### src/rtl/frame_capture_writer_pkg.sv
// frame_capture_writer_pkg: shared FSM states, frame geometry defaults and the 6-bit colour index layout.
package frame_capture_writer_pkg;

    typedef enum logic [1:0] {
        S_IDLE,
        S_ARMED,
        S_CAPTURE,
        S_DONE
    } state_t;

    localparam int DEF_WIDTH    = 320;
    localparam int DEF_HEIGHT   = 240;
    localparam int FRAME_PIXELS = DEF_WIDTH * DEF_HEIGHT;

    // Index layout {R[7:6], G[7:6], B[7:6]} matches the display-side 64-entry colour tables.
    function automatic logic [5:0] quantize(input logic [23:0] rgb);
        return {rgb[23:22], rgb[15:14], rgb[7:6]};
    endfunction

endpackage

### src/rtl/frame_capture_writer_raster_addr_counter.sv
// frame_capture_writer_raster_addr_counter: linear raster address with col/row tracking for end-of-frame detection.
module frame_capture_writer_raster_addr_counter #(
    parameter int WIDTH  = 320,
    parameter int HEIGHT = 240,
    parameter int ADDR_W = 17,
    parameter int COL_W  = (WIDTH  > 1) ? $clog2(WIDTH)  : 1,
    parameter int ROW_W  = (HEIGHT > 1) ? $clog2(HEIGHT) : 1
) (
    input  logic              i_clk,
    input  logic              i_rst_n,
    input  logic              i_clear,
    input  logic              i_inc,
    output logic [ADDR_W-1:0] o_addr,
    output logic [COL_W-1:0]  o_col,
    output logic [ROW_W-1:0]  o_row,
    output logic              o_last
);

    logic [ADDR_W-1:0] r_addr;
    logic [COL_W-1:0]  r_col;
    logic [ROW_W-1:0]  r_row;
    logic [ADDR_W-1:0] w_addr;
    logic [COL_W-1:0]  w_col;
    logic [ROW_W-1:0]  w_row;
    logic              w_eol;
    logic              w_last;
    logic              w_step;

    // A clear takes effect in the same cycle, so a pixel accepted alongside it uses position 0.
    assign w_addr = i_clear ? '0 : r_addr;
    assign w_col  = i_clear ? '0 : r_col;
    assign w_row  = i_clear ? '0 : r_row;
    assign w_eol  = w_col == COL_W'(WIDTH - 1);
    assign w_last = w_eol && (w_row == ROW_W'(HEIGHT - 1));
    // Saturate on the final pixel; only a clear brings the counter back to 0.
    assign w_step = i_inc && !w_last;

    always_ff @(posedge i_clk or negedge i_rst_n) begin
        if (!i_rst_n) begin
            r_addr <= '0;
            r_col  <= '0;
            r_row  <= '0;
        end else begin
            r_addr <= w_addr + ADDR_W'(w_step);
            r_col  <= w_step ? (w_eol ? '0 : w_col + 1'b1) : w_col;
            r_row  <= (w_step && w_eol) ? w_row + 1'b1 : w_row;
        end
    end

    assign o_addr = w_addr;
    assign o_col  = w_col;
    assign o_row  = w_row;
    assign o_last = w_last;

endmodule

### src/rtl/frame_capture_writer.sv
// frame_capture_writer: captures one armed frame of RGB888 pixels as 6-bit colour indices
// into the image RAM write port, flagging completion or a short (resynced) frame.
module frame_capture_writer
    import frame_capture_writer_pkg::*;
#(
    parameter int WIDTH  = DEF_WIDTH,
    parameter int HEIGHT = DEF_HEIGHT,
    parameter int ADDR_W = 17
) (
    input  logic              pixel_clk,
    input  logic              rst_n,
    input  logic              capture_req,
    input  logic              frame_start,
    input  logic              pix_valid,
    input  logic [23:0]       pix_data,
    output logic              we,
    output logic [ADDR_W-1:0] waddr,
    output logic [5:0]        wdata,
    output logic              busy,
    output logic              done,
    output logic              short_frame
);

    localparam int COL_W = (WIDTH  > 1) ? $clog2(WIDTH)  : 1;
    localparam int ROW_W = (HEIGHT > 1) ? $clog2(HEIGHT) : 1;

    state_t            r_state;
    state_t            w_next;
    logic              r_we;
    logic [ADDR_W-1:0] r_waddr;
    logic [5:0]        r_wdata;
    logic              r_busy;
    logic              r_done;
    logic              r_short;
    logic              w_clear;
    logic              w_wr;
    logic              w_final;
    logic [ADDR_W-1:0] w_addr;
    logic [COL_W-1:0]  w_col;
    logic [ROW_W-1:0]  w_row;
    logic              w_last;

    assign w_clear = frame_start && (r_state == S_ARMED || r_state == S_CAPTURE);
    assign w_wr    = pix_valid && ((r_state == S_ARMED && frame_start) || r_state == S_CAPTURE);
    assign w_final = w_wr && w_last;

    frame_capture_writer_raster_addr_counter #(
        .WIDTH  (WIDTH),
        .HEIGHT (HEIGHT),
        .ADDR_W (ADDR_W),
        .COL_W  (COL_W),
        .ROW_W  (ROW_W)
    ) u_raster_addr_counter (
        .i_clk   (pixel_clk),
        .i_rst_n (rst_n),
        .i_clear (w_clear),
        .i_inc   (w_wr),
        .o_addr  (w_addr),
        .o_col   (w_col),
        .o_row   (w_row),
        .o_last  (w_last)
    );

    // The last-pixel flag must always agree with the raster position.
    always_comb assert (!w_last || (w_col == COL_W'(WIDTH - 1) && w_row == ROW_W'(HEIGHT - 1)));

    always_comb begin
        w_next = r_state;
        case (r_state)
            S_IDLE:    w_next = capture_req ? S_ARMED : S_IDLE;
            S_ARMED:   w_next = frame_start ? (w_final ? S_DONE : S_CAPTURE) : S_ARMED;
            S_CAPTURE: w_next = w_final ? S_DONE : S_CAPTURE;
            default:   w_next = S_IDLE;
        endcase
    end

    always_ff @(posedge pixel_clk or negedge rst_n) begin
        if (!rst_n) begin
            r_state <= S_IDLE;
            r_we    <= 1'b0;
            r_waddr <= '0;
            r_wdata <= '0;
            r_busy  <= 1'b0;
            r_done  <= 1'b0;
            r_short <= 1'b0;
        end else begin
            r_state <= w_next;
            r_we    <= w_wr;
            r_done  <= w_final;
            r_busy  <= w_next == S_ARMED || w_next == S_CAPTURE;
            if (w_wr) begin
                r_waddr <= w_addr;
                r_wdata <= quantize(pix_data);
            end
            if (r_state == S_IDLE && capture_req)
                r_short <= 1'b0;
            else if (r_state == S_CAPTURE && frame_start)
                r_short <= 1'b1;
        end
    end

    assign we          = r_we;
    assign waddr       = r_waddr;
    assign wdata       = r_wdata;
    assign busy        = r_busy;
    assign done        = r_done;
    assign short_frame = r_short;

endmodule
### config.mk
export PLATFORM = sky130hd
export DESIGN_NAME = frame_capture_writer
export DESIGN_NICKNAME = d
export VERILOG_FILES = /design/src/rtl/frame_capture_writer_pkg.sv /design/src/rtl/frame_capture_writer_raster_addr_counter.sv /design/src/rtl/frame_capture_writer.sv
export SDC_FILE = /design/constraint.sdc
export NUM_CORES = 1
export LEC_CHECK = 0
export CORE_MARGIN = 2
export CORE_UTILIZATION = 55
export DETAILED_ROUTE_END_ITERATION = 10
export DONT_BUFFER_PORTS = 1
export GPL_TIMING_DRIVEN = 1
export PLACE_DENSITY = 0.73
export SETUP_SLACK_MARGIN = 0.4
export SYNTH_ARGS = -nofsm -noshare
export SYNTH_HDL_FRONTEND = slang
export SYNTH_HIERARCHICAL = 1
export SYNTH_SLANG_ARGS = --single-unit
### constraint.sdc
create_clock -name pixel_clk -period 3.4 [get_ports pixel_clk]
set_clock_uncertainty 0.05 [all_clocks]
set_input_delay 1.02 -clock pixel_clk [delete_from_list [all_inputs] [get_ports pixel_clk]]
set_output_delay 1.02 -clock pixel_clk [all_outputs]
set_load 0.005 [all_outputs]
==> results of run 1 <==
==> flip-flops by register name, summed over array words and instances (netlist names) <==
name                          flops
u_raster_addr_counter/r_row       8
short_frame                       1
done                              1
waddr                            17
r_state                           2
we                                1
wdata                             6
busy                              1
u_raster_addr_counter/r_addr     17
u_raster_addr_counter/r_col       9
==> per-stage QoR <==
step                      area, sq um  total power, uW
after floorplan                  3220             1370
after global placement           3400             1450
after detailed placement         3400             1470
after CTS                        3660             2110
after global routing             3710             2230
final                            3710             2110
==> metal layers <==
metal | routed length, um | part of all wire, % | GRT usage [%]
met1 | 2680 | 47 | 26.3
met2 | 2700 | 47 | 31.3
met3 | 265 | 4.6 | 5.68
met4 | 106 | 1.8 | 8.79
met5 | 0 | 0 | 0
==> area by class of cell <==
class                   count  area [sq um]
well taps                  72          90.1
clock buffers              11           151
clock inverters             4          31.3
flip-flops and latches     63          1580
multi-input cells         179          1580
inverters                   9          33.8
repair buffers             32           248
fillers                   426          1760
==> worst reg2reg max path: stages (launching register included) <==
cell	delay [ns]
dfrtp_1	0.40
inv_2	0.09
ha_4	0.20
and2_4	0.17
or4b_4	0.54
or4_4	0.45
o21ai_4	0.16
inv_2	0.07
ha_4	0.17
ha_4	0.16
nand3_4	0.09
nor3_4	0.05
nand4_1	0.16
nor2_1	0.07
xor2_1	0.14
==> worst max path at each step <==
| stage | endpoint | slack, ns | cells past startpoint |
|---|---|---|---|
| final | u_raster_addr_counter/r_addr[14]$_DFF_PN0_ | 0.30 | 12 |
| after floorplan | u_raster_addr_counter/r_addr[15]$_DFF_PN0_ | -0.09 | 14 |
| after global routing | u_raster_addr_counter/r_addr[16]$_DFF_PN0_ | 0.21 | 14 |
| after detailed placement | u_raster_addr_counter/r_addr[13]$_DFF_PN0_ | -0.14 | 11 |
| after global placement | u_raster_addr_counter/r_addr[13]$_DFF_PN0_ | -0.14 | 11 |
| after CTS | u_raster_addr_counter/r_addr[14]$_DFF_PN0_ | 0.32 | 12 |
==> repair_timing <==
action | in CTS | in global routing
cloned | 0 | 0
setup endpoints to repair | 16 | 16
gates resized for setup | 7 | 9
pin swaps | 4 | 3
buffers inserted | 6 | 2
==> power breakdown <==
part / leakage, uW / internal (uW) / total, uW / switching [uW]
Combinational: 0.000868 / 312 / 588 / 277
Clock: 0.0000836 / 301 / 598 / 297
Sequential: 0.000856 / 852 / 922 / 70.5
==> flow_summary_export.csv, run 1 <==
group,metric,value,unit
placement,port_buffers,0,
timing,rsz0062_at_grt,"true",
clock_network,clk_latency,0.34,ns
job,cap_violations,0,
global_route,grt_pass1_vias,2084,
setup_path,startpoint,"frame_start",
clock_network,htree_levels,3,
detailed_routing,first_pass_iters,4,
placement,dp_slack,-0.140,ns
floorplanning,io_pins,56,
synthesis,synth_fp_nets,296,
setup_path,reg2reg_slack,0.31,ns
finish,num_antenna_cells,0,
worst_hold_path,min_path_type,"input port to asynchronous set/reset pin",
timing,worst_pin_slew,0.415,ns
timing,fin_ws,0.300,ns
detailed_routing,vias,1988,
setup_path,crit_buf_inv,1,
clock_network,cts_tree,"built",
global_route,antenna_found_initial,0,
clock_network,clock_sinks,63,
synthesis,synthCells,259,
placement,dp_hpwl,3.75,mm
global_route,grt_pass1_wl,9.71,mm
finish,nets,331,
detailed_routing,routed_wl,5.76,mm
setup_path,worstSetupPathType,"input port to register",
placement,dp_cells,347,
timing,fin_crit,3.10,ns
timing,fin_tns_setup,0,ns
synthesis,synth_warnings,6,
setup_path,end_kind,"register",
detailed_routing,drt-wirelength-per-cell,15.6,um
global_route,grt_use_total,20.1,%
placement,place_congestion,0.831,
global_route,grt_overflow,0,
floorplanning,dieArea,6270,sq um
finish,final_common_cell,"dfrtp_1",
setup_path,reg2regPathDepth,14,
floorplanning,start_util,56.8,%
finish,utilization,67.9,%
floorplanning,die_height,79.2,um
floorplanning,dieWidth,79.2,um
setup_path,path_cells,"and2_4 -> or4b_4 -> or4_4 -> o21ai_4 -> inv_2 -> ha_4 -> ha_4 -> nand3_4 -> nor3_4 -> nand4_1 -> nor2_1 -> xor2_1",
setup_path,required,3.56,ns
detailed_routing,antenna_left,0,
clock_network,hold_buffers,0,
power_and_ir_drop,pwr_density_cell,568,nW/um^2
floorplanning,rows,27,
finish,final_cell_mix,"dfrtp_1 (63), buf_4 (30), nor2b_1 (30)",
setup_path,path_max_fanout,6,
power_and_ir_drop,p_leak,0.00181,uW
setup_path,critPathLaunchType,"input port",
clock_network,cts_buffer_depth,2,
setup_path,max_stage_delay,0.54,ns
detailed_routing,drc,0,
power_and_ir_drop,vdd_ir_drop_max,0.000388,V
detailed_routing,routed_via_density,5.37,
finish,syn_to_final_growth,19.5,%
timing,setup_viol,0,
detailed_routing,drt_iter0_markers,123,
setup_path,cp_common_cell,"ha_4",
setup_path,reg2reg_to,"u_raster_addr_counter/r_addr[14]$_DFF_PN0_",
setup_path,r2r-start,"r_state[0]$_DFF_PN0_",
timing,fin_hold_ws,0.322,ns
clock_network,root_buffer,"clkbuf_8",
clock_network,clk_pin_slew,0.07,ns
timing,finalMaxSlewViolations,0,
setup_path,critPathArrivalTime,3.26,ns
timing,fin_crit_sh,91.2,%
clock_network,cts-buffers-inserted,9,
global_route,grt_max_degree,64,
floorplanning,coreArea,5470,sq um
finish,stdcell_count,370,
timing,finalHoldViolCount,0,
setup_path,slowest_stage,"or4b_4",
synthesis,avgSynthCellArea,12.0,sq um
synthesis,syn_area,3110,sq um
timing,clock.fmax,0.323,GHz
setup_path,path_delay_family,"simple AND/OR/NAND/NOR gates",
timing,slew_headroom,72.4,%
finish,drive_above_1_share,35.2,%
outcome,status,"completed",
No activity file was read; power rests on OpenSTA's default activity.
==> run 2: changes to the inputs <==
Settings changed: GPL_TIMING_DRIVEN 1 to 0, SETUP_SLACK_MARGIN 0.4 to default.
==> run 2 against run 1 <==
Critical endpoint is now u_raster_addr_counter/r_addr[15]$_DFF_PN0_. Register-to-register slack got worse by 0.19 ns. Via count is 2.3% lower. Power rose by 3.2%.
==> flow_summary_export.csv, run 2 (synthesized netlist as in run 1, its figures left out) <==
group,metric,value,unit
finish,syn_to_final_growth,15.9,%
placement,dp_hpwl,3.89,mm
detailed_routing,vias,1943,
outcome,status,"completed",
setup_path,required,3.60,ns
setup_path,critPathLaunchType,"register",
timing,worst_pin_slew,0.527,ns
finish,num_antenna_cells,0,
floorplanning,rows,27,
clock_network,clk_pin_slew,0.07,ns
setup_path,worstSetupPathType,"register to register",
setup_path,path_max_fanout,6,
global_route,grt_overflow,0,
setup_path,path_cells,"inv_1 -> ha_1 -> and2_4 -> buf_12 -> nor2b_4 -> ha_4 -> nand2_2 -> or4_4 -> o21ai_4 -> inv_4 -> ha_4 -> and3_4 -> and4_1 -> and4_4 -> nand4_1 -> xnor2_1",
setup_path,cp_common_cell,"ha_4",
detailed_routing,routed_wl,5.69,mm
setup_path,critPathArrivalTime,3.48,ns
clock_network,clk_latency,0.34,ns
setup_path,startpoint,"r_state[1]$_DFF_PN0_",
clock_network,cts_tree,"built",
detailed_routing,route.met2.wl,2.64,mm
finish,drive_above_1_share,27.7,%
detailed_routing,antenna_left,0,
finish,nets,316,
clock_network,clock_sinks,63,
timing,fin_tns_setup,0,ns
clock_network,cts-buffers-inserted,9,
detailed_routing,wl_met3,359,um
timing,finalMaxSlewViolations,0,
global_route,grt_pass1_wl,9.35,mm
global_route,grt_max_degree,64,
timing,fin_crit_sh,96.3,%
placement,placed_area,3300,sq um
finish,final_cell_mix,"dfrtp_1 (63), nor2b_1 (30), mux2_4 (18)",
floorplanning,start_util,56.8,%
timing,slew_headroom,64.6,%
detailed_routing,maxUsedRoutingLayer,"met4",
timing,setup_viol,0,
timing,fin_crit,3.28,ns
detailed_routing,met1_length,2.59,mm
finish,final_common_cell,"dfrtp_1",
finish,postLayoutCellArea,3600,sq um
timing,rsz0062_at_grt,"false",
detailed_routing,drt_iter0_markers,85,
global_route,grt_pass1_vias,2023,
timing,finalHoldViolCount,0,
detailed_routing,drc,0,
setup_path,end_kind,"register",
clock_network,hold_buffers,0,
detailed_routing,routed_via_density,5.49,
worst_hold_path,min_path_type,"input port to asynchronous set/reset pin",
floorplanning,coreArea,5470,sq um
placement,dp_cells,331,
floorplanning,io_pins,56,
clock_network,htree_levels,3,
power_and_ir_drop,p_leak,0.00175,uW
setup_path,r2r-start,"r_state[1]$_DFF_PN0_",
job,cap_violations,0,
placement,port_buffers,0,
finish,stdcell_count,354,
power_and_ir_drop,vdd_ir_drop_max,0.000466,V
timing,clock.fmax,0.305,GHz
floorplanning,dieArea,6270,sq um
detailed_routing,drt-wirelength-per-cell,16.1,um
setup_path,slowest_stage,"or4_4",
global_route,grt_use_total,19.6,%
setup_path,max_stage_delay,0.55,ns
placement,place_congestion,0.861,
global_route,antenna_found_initial,0,
detailed_routing,first_pass_iters,4,
floorplanning,die_height,79.2,um
floorplanning,dieWidth,79.2,um
power_and_ir_drop,pwr_density_cell,604,nW/um^2
clock_network,cts_buffer_depth,2,
clock_network,root_buffer,"clkbuf_8",
## run 2: worst paths after layout
path / slack [ns] / end / cells past startpoint
hold / removal: 0.32 / wdata[2]$_DFFE_PN0N_ / 0
max in group asynchronous: 2.88 / u_raster_addr_counter/r_col[6]$_DFF_PN0_ / 0
setup / recovery: 0.12 / u_raster_addr_counter/r_addr[15]$_DFF_PN0_ / 16
min in group pixel_clk: 0.49 / waddr[11]$_DFFE_PN0N_ / 1
hold reg to reg: 0.49 / waddr[11]$_DFFE_PN0N_ / 1
setup reg to reg: 0.12 / u_raster_addr_counter/r_addr[15]$_DFF_PN0_ / 16
## run 2: worst max-delay path, delay by kind of cell (launching register included)
kind | cells | cell delay (ns)
adders and majority gates | 3 | 0.58
AOI/OAI and AO/OA | 1 | 0.17
and+or+nand+nor | 8 | 1.56
DFF | 1 | 0.39
xor gates and xnor gates | 1 | 0.13
buffers and inverters | 3 | 0.29
## run 2: cell type report
type / count / area (sq um)
clock buffer: 10 / 138
inverter: 9 / 36.3
fill: 414 / 1870
buffer: 6 / 95.1
tap: 72 / 90.1
timing repair buffer: 11 / 82.6
sequential: 63 / 1580
clock inverter: 4 / 47.5
multi-input combinational: 179 / 1540
## run 2: routing by layer
layer / global-route usage (%) / up-vias
met1: 25.6 / 939
met4: 10.2 / 0
met5: 0 / -
li1: - / 931
met2: 30.2 / 63
met3: 5.23 / 10
## run 2: power by group
part | switching [uW] | internal (uW) | total [uW]
Sequential | 68.6 | 852 | 921
Clock | 279 | 348 | 627
Combinational | 287 | 341 | 628
Total | 635 | 1540 | 2180
## run 2: metrics by stage
step | hold slack, ns | power (uW) | utilization [%] | setup slack [ns]
6_report | 0.323 | 2180 | 65.8 | 0.125
5_1_grt | 0.306 | 2280 | 65.8 | 0.00240
4_1_cts | 0.318 | 2120 | 64.5 | 0.0104
3_5_place_dp | 0.475 | 1490 | 60.2 | -0.527
3_3_place_gp | 0.456 | 1460 | 60.2 | -0.531
2_1_floorplan | 0.425 | 1370 | - | -0.0941
## run 2: what timing repair did
action                     in CTS  in global routing
hold endpoints to repair        0                  0
gates resized for setup         5                  6
pin swaps                       2                  7
setup endpoints to repair       7                  7
setup buffers                   4                  7
